$ cat src/rtl/divider_pkg.sv
// rtl/divider_pkg.sv - shared state encoding and default width for the sequential divider
package divider_pkg;

    localparam int DIV_DEFAULT_WIDTH = 4;

    typedef enum logic [1:0] {
        IDLE = 2'd0,
        RUN  = 2'd1,
        DONE = 2'd2
    } div_state_t;

endpackage

$ cat src/rtl/div_trial_sub.sv
// rtl/div_trial_sub.sv - combinational trial subtractor; borrow set when i_a < i_b
module div_trial_sub #(
    parameter int W = 5
) (
    input  logic [W-1:0] i_a,
    input  logic [W-1:0] i_b,
    output logic [W-1:0] o_diff,
    output logic         o_borrow
);

    assign {o_borrow, o_diff} = {1'b0, i_a} - {1'b0, i_b};

endmodule

$ cat src/rtl/divider_4bit_seq.sv
// rtl/divider_4bit_seq.sv - restoring divider, one quotient bit per clock
// Optional DIV_ZERO_CHECK_EN: divisor 0 finishes in one cycle and raises div_by_zero.
module divider_4bit_seq
    import divider_pkg::*;
#(
    parameter int WIDTH = DIV_DEFAULT_WIDTH
) (
    input  logic             clk,
    input  logic             rst_n,
    input  logic             start,
    input  logic [WIDTH-1:0] dividend,
    input  logic [WIDTH-1:0] divisor,
    output logic             busy,
    output logic             done,
    output logic [WIDTH-1:0] quotient,
    output logic [WIDTH-1:0] remainder,
    output logic             div_by_zero
);

    localparam int CW = $clog2(WIDTH + 1);

    div_state_t       r_state;
    logic [WIDTH-1:0] r_dvd;
    logic [WIDTH-1:0] r_dvs;
    logic [WIDTH-1:0] r_rem;
    logic [CW-1:0]    r_cnt;
    logic             r_busy;
    logic             r_done;
    logic             r_dbz;
    logic [WIDTH-1:0] r_quot;
    logic [WIDTH-1:0] r_rem_out;

    logic [WIDTH:0]   w_partial;
    logic [WIDTH:0]   w_diff;
    logic             w_borrow;
    logic [WIDTH:0]   w_rem_next;
    logic [WIDTH-1:0] w_dvd_next;
    logic             w_zero_skip;
    logic             w_unused;

    assign w_partial = {r_rem, r_dvd[WIDTH-1]};

    div_trial_sub #(.W(WIDTH + 1)) u_trial (
        .i_a      (w_partial),
        .i_b      ({1'b0, r_dvs}),
        .o_diff   (w_diff),
        .o_borrow (w_borrow)
    );

    // The working dividend register doubles as the quotient accumulator.
    assign w_rem_next = w_borrow ? w_partial : w_diff;
    assign w_dvd_next = {r_dvd[WIDTH-2:0], ~w_borrow};
    assign w_unused   = w_rem_next[WIDTH];

`ifdef DIV_ZERO_CHECK_EN
    assign w_zero_skip = (divisor == '0);
`else
    assign w_zero_skip = 1'b0;
`endif

    always_ff @(posedge clk or negedge rst_n) begin
        if (!rst_n) begin
            r_state   <= IDLE;
            r_dvd     <= '0;
            r_dvs     <= '0;
            r_rem     <= '0;
            r_cnt     <= '0;
            r_busy    <= 1'b0;
            r_done    <= 1'b0;
            r_dbz     <= 1'b0;
            r_quot    <= '0;
            r_rem_out <= '0;
        end else begin
            case (r_state)
                RUN: begin
                    r_rem <= w_rem_next[WIDTH-1:0];
                    r_dvd <= w_dvd_next;
                    r_cnt <= r_cnt - CW'(1);
                    if (r_cnt == CW'(1)) begin
                        r_state   <= DONE;
                        r_busy    <= 1'b0;
                        r_done    <= 1'b1;
                        r_quot    <= w_dvd_next;
                        r_rem_out <= w_rem_next[WIDTH-1:0];
                        r_dbz     <= 1'b0;
                    end
                end
                default: begin
                    // IDLE and DONE both accept a new request.
                    r_done <= 1'b0;
                    if (start) begin
                        r_dvd <= dividend;
                        r_dvs <= divisor;
                        r_rem <= '0;
                        r_cnt <= CW'(WIDTH);
                        if (w_zero_skip) begin
                            r_state   <= DONE;
                            r_done    <= 1'b1;
                            r_quot    <= '1;
                            r_rem_out <= dividend;
                            r_dbz     <= 1'b1;
                        end else begin
                            r_state <= RUN;
                            r_busy  <= 1'b1;
                        end
                    end else begin
                        r_state <= IDLE;
                    end
                end
            endcase
        end
    end

    assign busy        = r_busy;
    assign done        = r_done;
    assign quotient    = r_quot;
    assign remainder   = r_rem_out;
    assign div_by_zero = r_dbz;

endmodule

$ cat config.mk
export PLATFORM = sky130hd
export DESIGN_NAME = divider_4bit_seq
export DESIGN_NICKNAME = d
export VERILOG_FILES = /design/src/rtl/divider_pkg.sv /design/src/rtl/div_trial_sub.sv /design/src/rtl/divider_4bit_seq.sv
export SDC_FILE = /design/constraint.sdc
export NUM_CORES = 1
export LEC_CHECK = 0
export CORE_MARGIN = 4
export CORE_UTILIZATION = 55
export CTS_CLUSTER_DIAMETER = 50
export DETAILED_ROUTE_END_ITERATION = 10
export PLACE_DENSITY = 0.87
export SLEW_MARGIN = 40
export SYNTH_ARGS = -nofsm -noshare
export SYNTH_HDL_FRONTEND = slang
export SYNTH_SLANG_ARGS = --single-unit
export TNS_END_PERCENT = 1
$ cat constraint.sdc
create_clock -name clk -period 3.12 [get_ports clk]
set_input_delay 0.936 -clock clk [delete_from_list [all_inputs] [get_ports clk]]
set_output_delay 0.936 -clock clk [all_outputs]
set_load 0.005 [all_outputs]
# Word-level counts from Yosys, hierarchy flattened

Cells that the tools add are included.

Add/subtract/negate cells: 2
Equality and inequality tests: 3
Multiplexer cells: 15
Bitwise operators: 2
Reduce and logical (&&, ||, !) cells: 4

Operators with widths:

| cell                                                                | count |
|---|---|
| 4-bit two-way mux                                                   | 5 |
| 1-bit two-way mux                                                   | 6 |
| 3-bit two-way mux                                                   | 2 |
| 2-bit AND reduction                                                 | 3 |
| 5-bit by 4-bit subtractor with 6-bit output                         | 1 |
| 2-bit two-way mux                                                   | 2 |
| 3-bit by 1-bit == test with 1-bit output (second input constant)    | 1 |
| 3-bit by 1-bit subtractor with 3-bit output (second input constant) | 1 |
| 2-bit by 1-bit == test with 1-bit output (second input constant)    | 1 |
| 2-bit != test (second input constant)                               | 1 |
| 1-bit inverter                                                      | 2 |
| 2-bit nonzero test                                                  | 1 |

Register bits: 27
Input bits: 11
Output and inout port bits: 11
Logic and storage cells: 35

# Longest topological paths before layout

Depth after elaboration: 3
Depth in mapped cells: 7
Mapped depth without buffers: 7

# By module

Synthesis repeated with hierarchy kept, for this count alone.

Cell total of the unflattened synthesis: 123
Area, all modules: 1335.0 um^2

By module, submodules not included:

| module           | instances | cells each | area each (um^2) | seq. area each (um^2) |
|---|---|---|---|---|
| divider_4bit_seq | 1         | 94         | 1128.6           | 650.6 |
| div_trial_sub    | 1         | 29         | 206.4            | 0.0 |

# Least setup slack after synthesis

OpenSTA, ideal clock, no wires.

Path type: in2reg
Start: in start
End: reg r_rem[3]
Library setup time: 121 ps
Data arrival time: 1572 ps
Required time: 2999 ps
Path slack: 1427 ps
Cell stages on the path: 3
Path buffers: 1
Path through: clkbuf_1 nor2_1 a22o_1

Cells in the longest elaborated chain, start to end: 1

RTL lines:

| item                         | line                   | RTL |
|---|---|---|
| from (decl)                  | divider_4bit_seq.sv:10 | `input logic start,` |
| 2-bit nonzero test (no line) | -                      |  |
| to (signal assigned)         | divider_4bit_seq.sv:76 | `r_rem <= w_rem_next[WIDTH-1:0];` |
| to (decl)                    | divider_4bit_seq.sv:25 | `logic [WIDTH-1:0] r_rem;` |

Every way passes these cells.
A chain may end at the register's enable or synchronous reset.

# Worst setup path after layout

Start: reg r_done, in the netlist done
End: out done

RTL lines:

| item                   | line                   | RTL |
|---|---|---|
| from (decl)            | divider_4bit_seq.sv:28 | `logic r_done;` |
| from (signal assigned) | divider_4bit_seq.sv:69 | `r_done <= 1'b0;` |
| from (signal assigned) | divider_4bit_seq.sv:82 | `r_done <= 1'b1;` |
| from (signal assigned) | divider_4bit_seq.sv:90 | `r_done <= 1'b0;` |
| to (decl)              | divider_4bit_seq.sv:14 | `output logic done,` |

No word-level cell between the ends.

==> flow_metrics.env <==
export IMPL_status="completed"
export IMPL_antenna_found_initial=0
export IMPL_hold_viol=0
export IMPL_antennaDiodeCount=0
export IMPL_vias_per_cell=5.76
export IMPL_syn2layout_area_growth_pct=19.8
export IMPL_setup_violations=0
export IMPL_rr_worst_depth=5
export IMPL_hold_path_endpoint="quotient[1]"
export IMPL_grt_pass1_vias=975
export IMPL_wl_per_cell_um=15.0
export IMPL_fill_cells=184
export IMPL_track_usage=0.174
export IMPL_slew_headroom=0.645
export IMPL_start_util=0.584
export IMPL_async_reset_ff_frac=1.00
export IMPL_grt_pass1_wl_um=4390
export IMPL_synth_top_family_by_area="simple AND/OR/NAND/NOR gates"
export IMPL_die_y_um=56.7
export IMPL_synth_xor_area_frac=0.00672
export IMPL_die_w_um=56.7
export IMPL_place_congestion=0.831
export IMPL_period_share=0.691
export IMPL_total_power_uw=1760
export IMPL_p_leak_uw=0.000707
export IMPL_p_per_area_nw_per_um2=1130
export IMPL_critical_path_startpoint="done"
export IMPL_drt_total_wl_um=2650
export IMPL_max_stage_delay_ns=0.50
export IMPL_final_area_um2=1560
export IMPL_io_buffers=20
export IMPL_place_inst=172
export IMPL_r2r_slack_ns=1.34
export IMPL_end_kind="output pin"
export IMPL_synth_compound_area_frac=0.127
export IMPL_rsz0062_at_grt="no"
export IMPL_num_nets_final=167
export IMPL_tightest_slew_ns=0.529
export IMPL_synth_top_area_frac=0.499
export IMPL_insertion_delay_ns=0.33
export IMPL_synth_simple_area_share=0.189
export IMPL_pre_cts_ws_ns=0.754
export IMPL_start_kind="flop"
export IMPL_dpl_cell_area_um2=1530
export IMPL_period_minus_slack_ns=2.16
export IMPL_crit_reg2reg_launch="r_rem[0]"
export IMPL_yosysSeqAreaShare=0.499
export IMPL_synth_flop_cell="dfrtp_1"
export IMPL_met2_usage=0.292
export IMPL_reg2reg_to="r_rem[3]"
export IMPL_first_iter_violations=38
export IMPL_postSynthCellCount=128
export IMPL_layout_commonest_cell="dfrtp_1"
export IMPL_cp_data_required_time_ns=2.18
export IMPL_path_buf_inv=1
export IMPL_muxShareOfSynthArea=0.0576
export IMPL_max_freq_ghz=0.464
export IMPL_clkSinkCount=26
export IMPL_drive_above_1_share=0.115
export IMPL_cts_buffers=3
export IMPL_peakVddDrop_mv=0.671
export IMPL_hpwl_um=1940
export IMPL_core_area_um2=2230
export IMPL_grt_ovfl_total=0
export IMPL_path_class="reg2out"
export IMPL_syn_avg_cell_area_um2=10.2
export IMPL_holdBufCountCts=0
export IMPL_drc=0
export IMPL_setup_ws_ns=0.963
export IMPL_yosys_area_top_type="dfrtp_1"
export IMPL_rows=17
export IMPL_io_pins=22
export IMPL_hold_path_class="reg2reg"
export IMPL_grt_start_max_net_pins=27
export IMPL_dieArea_um2=3210
export IMPL_skew_ns=0.00573
export IMPL_setup_tns_ns=0
export IMPL_maxSlewViolCount=0
export IMPL_final_cells=176
export IMPL_post_cts_resize_count=0
export IMPL_ys_types=39
export IMPL_maxCapViolCount=0
export IMPL_post_cts_buffers=0
export IMPL_cp_slowest_cell="clkdlybuf4s50_1"
export IMPL_path_clk_slew_ns=0.13
export IMPL_firstDrtPassIters=4
export IMPL_grt_use_met3=0.0276
export IMPL_most_common_layout_cells="dfrtp_1 (26), nand2_1 (21), clkdlybuf4s50_1 (20)"
export IMPL_cp_data_arrival_time_ns=1.22
export IMPL_ys_ff_latch=26
export IMPL_synth_fa_ha_area_frac=0.0729
export IMPL_synth_edf_count=0
export IMPL_final_antenna_net_count=0
export IMPL_crit_path_max_fanout=3
export IMPL_path_cells="clkdlybuf4s50_1"
export IMPL_h_tree_depth=1
export IMPL_critPathTopFamily="buffers and inverters"
export IMPL_synth_area_leaders="dfrtp_1 (50%), nand2_1 (6.0%), ha_1 (5.8%)"
export IMPL_cts_tree="done"
export IMPL_routed_via_count=1013
export IMPL_hold_path_cell_count=2
export IMPL_hold_path_startpoint="quotient[1]"
export IMPL_cts_root_buf="clkbuf_4"
export IMPL_synthesis_area_um2=1300
export IMPL_syn_nets=146
export IMPL_yosysWarnings=0
export IMPL_cts_buffer_depth=2
export IMPL_use_met1=0.219
export IMPL_grt_busiest_layer="met2"
==> metrics by stage <==
| step | hold WS [ns] | utilization |
|---|---|---|
| after floorplan | 0.453 | - |
| after global placement | 0.460 | 0.683 |
| after detailed placement | 0.470 | 0.683 |
| after CTS | 0.501 | 0.699 |
| after global routing | 0.519 | 0.699 |
| final | 0.495 | 0.699 |
==> cells by family after synthesis <==
kind of cell / Yosys count
flops: 26
other cells: 1
fa+ha+maj: 7
mux: 7
simple gates: 49
xor+xnor: 1
compound gates: 23
buf+inv: 14
==> registers in the layout (all words and copies together) (netlist names) <==
| register | flops |
|---|---|
| r_rem | 4 |
| r_dvd | 4 |
| done | 1 |
| r_cnt | 3 |
| remainder | 4 |
| r_dvs | 4 |
| r_state | 1 |
| busy | 1 |
| quotient | 4 |
==> how the worst max path moves through the flow <==
stage / endpoint / cells past startpoint
after global placement: r_dvs[2] / 3
after global routing: remainder[3] / 1
final: done / 1
after detailed placement: r_dvs[1] / 3
after CTS: done / 1
after floorplan: r_rem[3] / 3
==> final cells by class <==
class	instances	area (µm²)	area share
flip-flops and latches	26	651	0.417
multi-input cells	88	594	0.381
repair buffers	22	215	0.138
clock buffers	4	36.3	0.0232
well taps	28	35.0	0.0224
inverters	8	30.0	0.0192
==> layer usage <==
metal | vias to the layer above | part of all wire
met5 | - | 0
li1 | 487 | -
met3 | 7 | 0.042
met1 | 489 | 0.45
met2 | 30 | 0.48
met4 | 0 | 0.029
==> Yosys cell counts (2+ instances only) <==
master    count
mux2i_1       3
o311ai_1      3
clkbuf_1      3
a22o_1        2
dfrtp_1      26
nor2_1        7
buf_2         2
ha_1          6
nor3_1        2
nand2_1      21
nand4_1       5
nand3_1       2
o21ai_0       6
nor2b_1       3
a21oi_1       2
inv_1         7
mux2_2        4
nand3b_1      3
==> power by group <==
group | switching (µW) | leakage, µW | internal (µW)
Clock | 99.3 | 0.0000210 | 71.6
Sequential | 110 | 0.000314 | 507
Combinational | 520 | 0.000372 | 452
Total | 729 | 0.000707 | 1030
No activity file was read; power rests on OpenSTA's default activity.
